$ cat src/rtl/curve_point_unpacker.sv
// Receive side of the chunked point link: rebuilds {x,y} from CHUNK_W-bit beats, range checks it and,
// when CURVE_POINT_CHECK_EN is defined, verifies y^2 == x^3 + a*x + b (mod p) with a bit-serial multiplier.
module curve_point_unpacker #(
    parameter int P_WIDTH = 6,
    parameter int CHUNK_W = 2,
    parameter int P_MOD   = 37,
    parameter int A_COEF  = 0,
    parameter int B_COEF  = 7
) (
    input  logic                 clk,
    input  logic                 reset,
    input  logic                 in_valid,
    output logic                 in_ready,
    input  logic [CHUNK_W-1:0]   in_data,
    input  logic                 in_last,
    output logic                 out_valid,
    input  logic                 out_ready,
    output logic [2*P_WIDTH-1:0] out_point,
    output logic                 out_on_curve,
    output logic                 out_is_inf,
    output logic                 out_frame_err
);
    localparam int PT_W   = 2 * P_WIDTH;
    localparam int N      = PT_W / CHUNK_W;
    localparam int BEAT_W = (N > 1) ? $clog2(N) : 1;
    localparam logic [BEAT_W-1:0]  LAST_BEAT = BEAT_W'(N - 1);
    localparam logic [P_WIDTH-1:0] P_VAL     = P_WIDTH'(P_MOD);

    if ((PT_W % CHUNK_W) != 0 || P_MOD >= (1 << P_WIDTH) || A_COEF >= P_MOD || B_COEF >= P_MOD) begin : g_bad_params
        $error("curve_point_unpacker: illegal parameter combination");
    end

    typedef struct packed {
        logic [P_WIDTH-1:0] x;
        logic [P_WIDTH-1:0] y;
    } curve_point_t;

`ifdef CURVE_POINT_CHECK_EN
    typedef enum logic [2:0] {RECV, MUL_YY, MUL_XX, MUL_XXX, MUL_AX, CMP, OUT} state_t;
`else
    typedef enum logic {RECV, OUT} state_t;
`endif

    state_t            state, state_next;
    curve_point_t      shreg, shreg_next;
    logic [BEAT_W-1:0] beat_cnt;
    logic              beat_fire, at_last_beat, point_done, frame_ok, in_range, is_zero;

    assign beat_fire    = in_valid && in_ready;
    assign at_last_beat = (beat_cnt == LAST_BEAT);
    assign point_done   = beat_fire && (in_last || at_last_beat);
    assign frame_ok     = in_last && at_last_beat;
    // The first beat of a point starts from zero, so a short frame reports only its own chunks.
    assign shreg_next   = (beat_cnt == '0) ? curve_point_t'(PT_W'(in_data))
                                           : curve_point_t'((shreg << CHUNK_W) | PT_W'(in_data));
    assign in_range     = (shreg_next.x < P_VAL) && (shreg_next.y < P_VAL);
    assign is_zero      = (shreg_next == '0);

`ifdef CURVE_POINT_CHECK_EN
    localparam int MUL_W = (P_WIDTH > 1) ? $clog2(P_WIDTH) : 1;
    localparam int ACC_W = P_WIDTH + 2;
    localparam logic [MUL_W-1:0]   MUL_LAST = MUL_W'(P_WIDTH - 1);
    localparam logic [ACC_W-1:0]   P_EXT    = ACC_W'(P_MOD);
    localparam logic [ACC_W-1:0]   B_EXT    = ACC_W'(B_COEF);
    localparam logic [P_WIDTH-1:0] A_VAL    = P_WIDTH'(A_COEF);

    logic [MUL_W-1:0]   mul_cnt, bit_idx;
    logic [ACC_W-1:0]   acc, dbl, dbl_red, sum, acc_next, rhs_sum, rhs_red, rhs;
    logic [P_WIDTH-1:0] t0, t1, t2, mul_a, mul_b;
    logic               mul_bit, mul_done, mul_active, skip_check;

    assign skip_check = !frame_ok || is_zero || !in_range;
    assign mul_active = (state == MUL_YY) || (state == MUL_XX) || (state == MUL_XXX) || (state == MUL_AX);

    // mul_a supplies the multiplier bits (MSB first), mul_b is the addend.
    always_comb begin
        mul_a = '0;
        mul_b = shreg.x;
        case (state)
            MUL_YY: begin
                mul_a = shreg.y;
                mul_b = shreg.y;
            end
            MUL_XX:  mul_a = shreg.x;
            MUL_XXX: mul_a = t1;
            MUL_AX:  mul_a = A_VAL;
            default: ;
        endcase
    end

    assign bit_idx  = MUL_LAST - mul_cnt;
    assign mul_bit  = mul_a[bit_idx];
    assign mul_done = (mul_cnt == MUL_LAST);
    assign dbl      = acc << 1;
    assign dbl_red  = (dbl >= P_EXT) ? dbl - P_EXT : dbl;
    assign sum      = dbl_red + (mul_bit ? ACC_W'(mul_b) : '0);
    assign acc_next = (sum >= P_EXT) ? sum - P_EXT : sum;

    // t1 + t2 + b is below 3p, so two conditional subtractions fully reduce it.
    assign rhs_sum  = ACC_W'(t1) + ACC_W'(t2) + B_EXT;
    assign rhs_red  = (rhs_sum >= P_EXT) ? rhs_sum - P_EXT : rhs_sum;
    assign rhs      = (rhs_red >= P_EXT) ? rhs_red - P_EXT : rhs_red;

    always_ff @(posedge clk or posedge reset) begin
        if (reset) begin
            mul_cnt <= '0;
            acc     <= '0;
            t0      <= '0;
            t1      <= '0;
            t2      <= '0;
        end else if (mul_active) begin
            mul_cnt <= mul_done ? '0 : mul_cnt + 1'b1;
            acc     <= mul_done ? '0 : acc_next;
            if (mul_done) begin
                case (state)
                    MUL_YY:          t0 <= acc_next[P_WIDTH-1:0];
                    MUL_XX, MUL_XXX: t1 <= acc_next[P_WIDTH-1:0];
                    default:         t2 <= acc_next[P_WIDTH-1:0];
                endcase
            end
        end
    end
`endif

    always_ff @(posedge clk or posedge reset) begin
        if (reset) state <= RECV;
        else       state <= state_next;
    end

    // NOTE: defaulting state_next first keeps this block purely combinational (no inferred latch).
    always_comb begin
        state_next = state;
        case (state)
            RECV: begin
                if (point_done) begin
`ifdef CURVE_POINT_CHECK_EN
                    state_next = skip_check ? OUT : MUL_YY;
`else
                    state_next = OUT;
`endif
                end
            end
`ifdef CURVE_POINT_CHECK_EN
            MUL_YY:  if (mul_done) state_next = MUL_XX;
            MUL_XX:  if (mul_done) state_next = MUL_XXX;
            MUL_XXX: if (mul_done) state_next = MUL_AX;
            MUL_AX:  if (mul_done) state_next = CMP;
            CMP:     state_next = OUT;
`endif
            OUT:     if (out_ready) state_next = RECV;
            default: state_next = RECV;
        endcase
    end

    always_comb begin
        in_ready  = (state == RECV);
        out_valid = (state == OUT);
    end

    // NOTE: non-blocking assignments make every register here sample pre-edge values.
    always_ff @(posedge clk or posedge reset) begin
        if (reset) begin
            shreg         <= '0;
            beat_cnt      <= '0;
            out_point     <= '0;
            out_on_curve  <= 1'b0;
            out_is_inf    <= 1'b0;
            out_frame_err <= 1'b0;
        end else begin
            if (beat_fire) begin
                shreg    <= shreg_next;
                beat_cnt <= point_done ? '0 : beat_cnt + 1'b1;
            end
            if (point_done) begin
                out_point     <= shreg_next;
                out_frame_err <= !frame_ok;
                out_is_inf    <= frame_ok && is_zero;
`ifdef CURVE_POINT_CHECK_EN
                out_on_curve  <= frame_ok && is_zero;
`else
                out_on_curve  <= frame_ok && in_range;
`endif
            end
`ifdef CURVE_POINT_CHECK_EN
            if (state == CMP) out_on_curve <= (ACC_W'(t0) == rhs);
`endif
            if (state == OUT && out_ready) begin
                out_on_curve  <= 1'b0;
                out_is_inf    <= 1'b0;
                out_frame_err <= 1'b0;
            end
        end
    end
endmodule

$ cat config.mk
export PLATFORM = sky130hd
export DESIGN_NAME = curve_point_unpacker
export DESIGN_NICKNAME = d
export VERILOG_FILES = /design/src/rtl/curve_point_unpacker.sv
export SDC_FILE = /design/constraint.sdc
export NUM_CORES = 1
export LEC_CHECK = 0
export CAP_MARGIN = 10
export CORE_ASPECT_RATIO = 1.25
export CORE_MARGIN = 2
export CORE_UTILIZATION = 35
export DETAILED_ROUTE_END_ITERATION = 10
export SYNTH_ARGS = -nofsm -noshare
export SYNTH_HDL_FRONTEND = slang
export SYNTH_SLANG_ARGS = --single-unit
export TNS_END_PERCENT = 10
$ cat constraint.sdc
create_clock -name clk -period 1.8 [get_ports clk]
set_input_delay 0.45 -clock clk [delete_from_list [all_inputs] [get_ports clk]]
set_output_delay 0.45 -clock clk [all_outputs]
set_load 0.01 [all_outputs]
==> qor.txt, run 1 <==
Synth cell types = 22
#FFs+latches synth = 29
Skew-Pair Late Insertion Delay = 0.27 ns
Final period utilization = 92.8%
Row count = 24
Clock buffer count from CTS = 5
Combinational share of power = 24.7%
Post-CTS Setup Inserts = 0
R2R Path End = out_is_inf
Netlist Area Pre-Place = 1250 µm²
Clock Sinks = 29
Depth of the worst register-to-register path = 3
EDFF count, synth = 0
Via count = 1,039
Pins Over Slew Limit = 0
Crit Path Category = reg2out
Die Wd = 57.5 µm
R2R setup slack = 0.26 ns
Hpwl dp = 1980 µm
Average cell area after synthesis = 9.79 µm²
Slew @ Worst Pin = 0.452 ns
Initial core utilization = 36.3%
Fin Setup TNS = 0 ns
Crit path max-delay family = buffers and inverters
DRC = 0
Status = completed
GRT Resource Usage Total = 15.5%
Setup ws final = 0.129 ns
Worst r2r src = shreg[7]
Final min period = 1.67 ns
Maximum clock rate = 599 MHz
Cell-by-cell trace of the critical path = clkdlybuf4s50_1
Asr flop ratio synth = 100%
Vias per cell = 5.25
Cells on Worst Hold Path = 2
Final ANT Viol Nets = 0
Post-cts hold buffer count = 0
Worst Path Required = 1.35 ns
Int Pwr = 1280 µW
Switch share = 29.3%
Clock Skew = 0.00295 ns
RSZ-0062 raised after global routing = no
Ranking of synthesized cells by area = dfrtp_1, o21ai_0, nand2_1, ha_1, clkbuf_1
Nets = 169
Slowest cell on the critical path = clkdlybuf4s50_1
Routability cong. = 0.756
TritonRoute pass-1 iters = 4
Largest net degree at the start of global routing = 30
Synth top area share = 57.9%
Share of layout cells above drive strength 1 = 10.1%
CP Data Arrival Time = 1.22 ns
GR Overflow Total = 0
Share of power burned in registers = 46.4%
Final Hold Vio Count = 0
Min-delay src = out_point[9]
Layout area overhead = 33.0%
H-Tree Depth = 2
Wire length per cell = 13.8 µm
Crit path max fanout = 5
Post-CTS Resized = 0
Number of global-route vias before repair = 1,049
First-pass GRT wire length = 4840 µm
Core area = 3450 µm²
Pleak = 0.000756 µW
Final wirelength = 2730 µm
Synth Flop Type = dfrtp_1
Clock root cell = clkbuf_8
TritonCTS clock tree = done
Power Density = 1090 nW/µm²
Placement Setup Slack = 0.0535 ns
Max_cap viols = 0
Rel. slew slack = 69.8%
Clock power frac = 28.9%
# setup viols final = 0
Post-synth top cells = o21ai_0, dfrtp_1, nand2_1
Worst setup SP type = flip-flop
Count leader, synth = o21ai_0
Min-Delay Endpoint = out_point[9]
Setup crit end kind = output pin
Port Buffers = 23
N_diodes = 0
CTS clock-pin slew for the worst setup and hold paths = 0.06 ns
Register area share after synthesis = 57.9%
CTS max path bufs = 2
Post-Syn Nets = 138
Io pins = 24
Worst hold path type = reg2reg
Worst path max stage delay = 0.55 ns
Crit. Startpoint = out_valid
Max VDD drop = 598 µV
Die area = 4080 µm²
Iteration-0 DRC Markers = 19
Synth Warn # = 0
Sw Pwr = 531 µW
Initial antenna violation count = 0
Cells after Synth = 128
Die H = 70.9 µm
Cell taking the most area after synthesis = dfrtp_1
Fill cell count = 337
Bufs and invs on worst path = 1
==> per-stage QoR <==
stage | cells | util, % | cell area (µm²) | total power, µW | hold slack, ns
3_5_place_dp | 191 | 45.7 | 1580 | 1300 | 0.504
2_1_floorplan | 128 | - | 1250 | 1080 | 0.476
6_report | 198 | 48.3 | 1670 | 1810 | 0.507
5_1_grt | 198 | 48.3 | 1670 | 1940 | 0.562
4_1_cts | 198 | 48.2 | 1670 | 1840 | 0.520
3_3_place_gp | 191 | 45.7 | 1580 | 1300 | 0.493
==> routing by layer <==
metal / routed length, µm / track usage (%) / vias to the layer above / share of wire (%)
li1: - / - / 509 / -
met1: 1250 / 20.2 / 495 / 46
met2: 1290 / 23.5 / 27 / 47
met3: 129 / 4.39 / 8 / 4.7
met4: 66 / 7.75 / 0 / 2.4
met5: 0 / 0 / - / 0
==> how the worst max path moves through the flow <==
stage	end	slack [ns]	depth (start not counted)
after global placement	out_point[5]	0.05	5
after floorplan	out_valid	0.22	5
after CTS	in_ready	0.04	2
final	out_valid	0.13	1
after detailed placement	out_is_inf	0.05	5
after global routing	out_valid	0.07	1
==> placed cells by master (no fill, tap or decap) <==
cell type / synthesis / final
o21ai_0: 32 / 32
dfrtp_1: 29 / 29
nand2_1: 26 / 26
clkdlybuf4s50_1: 0 / 22
buf_4: 0 / 7
clkbuf_8: 0 / 6
inv_1: 4 / 4
nand2b_1: 3 / 3
nand3_1: 3 / 3
o31ai_1: 3 / 3
ha_1: 3 / 3
a21oi_1: 2 / 2
nor2_1: 2 / 2
or4_1: 2 / 2
o211ai_1: 2 / 2
mux2_2: 2 / 2
nor2b_1: 1 / 1
o31a_1: 1 / 1
nor3_1: 1 / 1
nand3b_1: 1 / 1
o21a_1: 1 / 1
o211a_1: 1 / 1
a41o_1: 1 / 1
a32o_1: 1 / 1
clkbuf_1: 7 / 1
dlymetal6s2s_1: 0 / 1
buf_12: 0 / 1
==> kinds of logic (layout without fill, tap and decap cells) <==
kind of cell               Yosys count  in the layout  synth area share [%]
DFF                                 29             29                  57.9
AOI/OAI and AO/OA                   44             44                  20.3
buffers and inverters               11             42                  3.29
muxes                                2              2                  1.80
adders and majority gates            3              3                  2.99
and+or+nand+nor                     39             39                  13.8
==> state kept, by name (all words and copies together), names as in the netlist <==
| signal | cells |
|---|---|
| out_point | 12 |
| shreg | 10 |
| beat_cnt | 3 |
| out_frame_err | 1 |
| out_is_inf | 1 |
| out_on_curve | 1 |
| out_valid | 1 |
==> power by group through the flow <==
stage | clock network, µW | logic, µW | registers [µW]
2_1_floorplan | 0 | 218 | 859
3_3_place_gp | 0 | 448 | 848
3_5_place_dp | 0 | 451 | 854
4_1_cts | 539 | 455 | 843
5_1_grt | 573 | 503 | 860
6_report | 524 | 447 | 841
==> area by class of cell <==
type	count	area, µm²	share of cell area, %
flip-flops and latches	29	726	43.5
multi-input cells	88	487	29.2
repair buffers	31	305	18.3
clock buffers	7	86.3	5.18
well taps	39	48.8	2.93
inverters	4	15.0	0.900
No activity file was read; power rests on OpenSTA's default activity.
==> run 2: changes to the inputs <==
--- a/config.mk
+++ b/config.mk
@@ -10,6 +10,7 @@
 export CORE_MARGIN = 2
 export CORE_UTILIZATION = 35
 export DETAILED_ROUTE_END_ITERATION = 10
+export SKIP_LAST_GASP = 1
 export SYNTH_ARGS = -nofsm -noshare
 export SYNTH_HDL_FRONTEND = slang
 export SYNTH_SLANG_ARGS = --single-unit
==> results of run 2 <==
The final DEF is identical to that of run 1; final timing and power are the same.
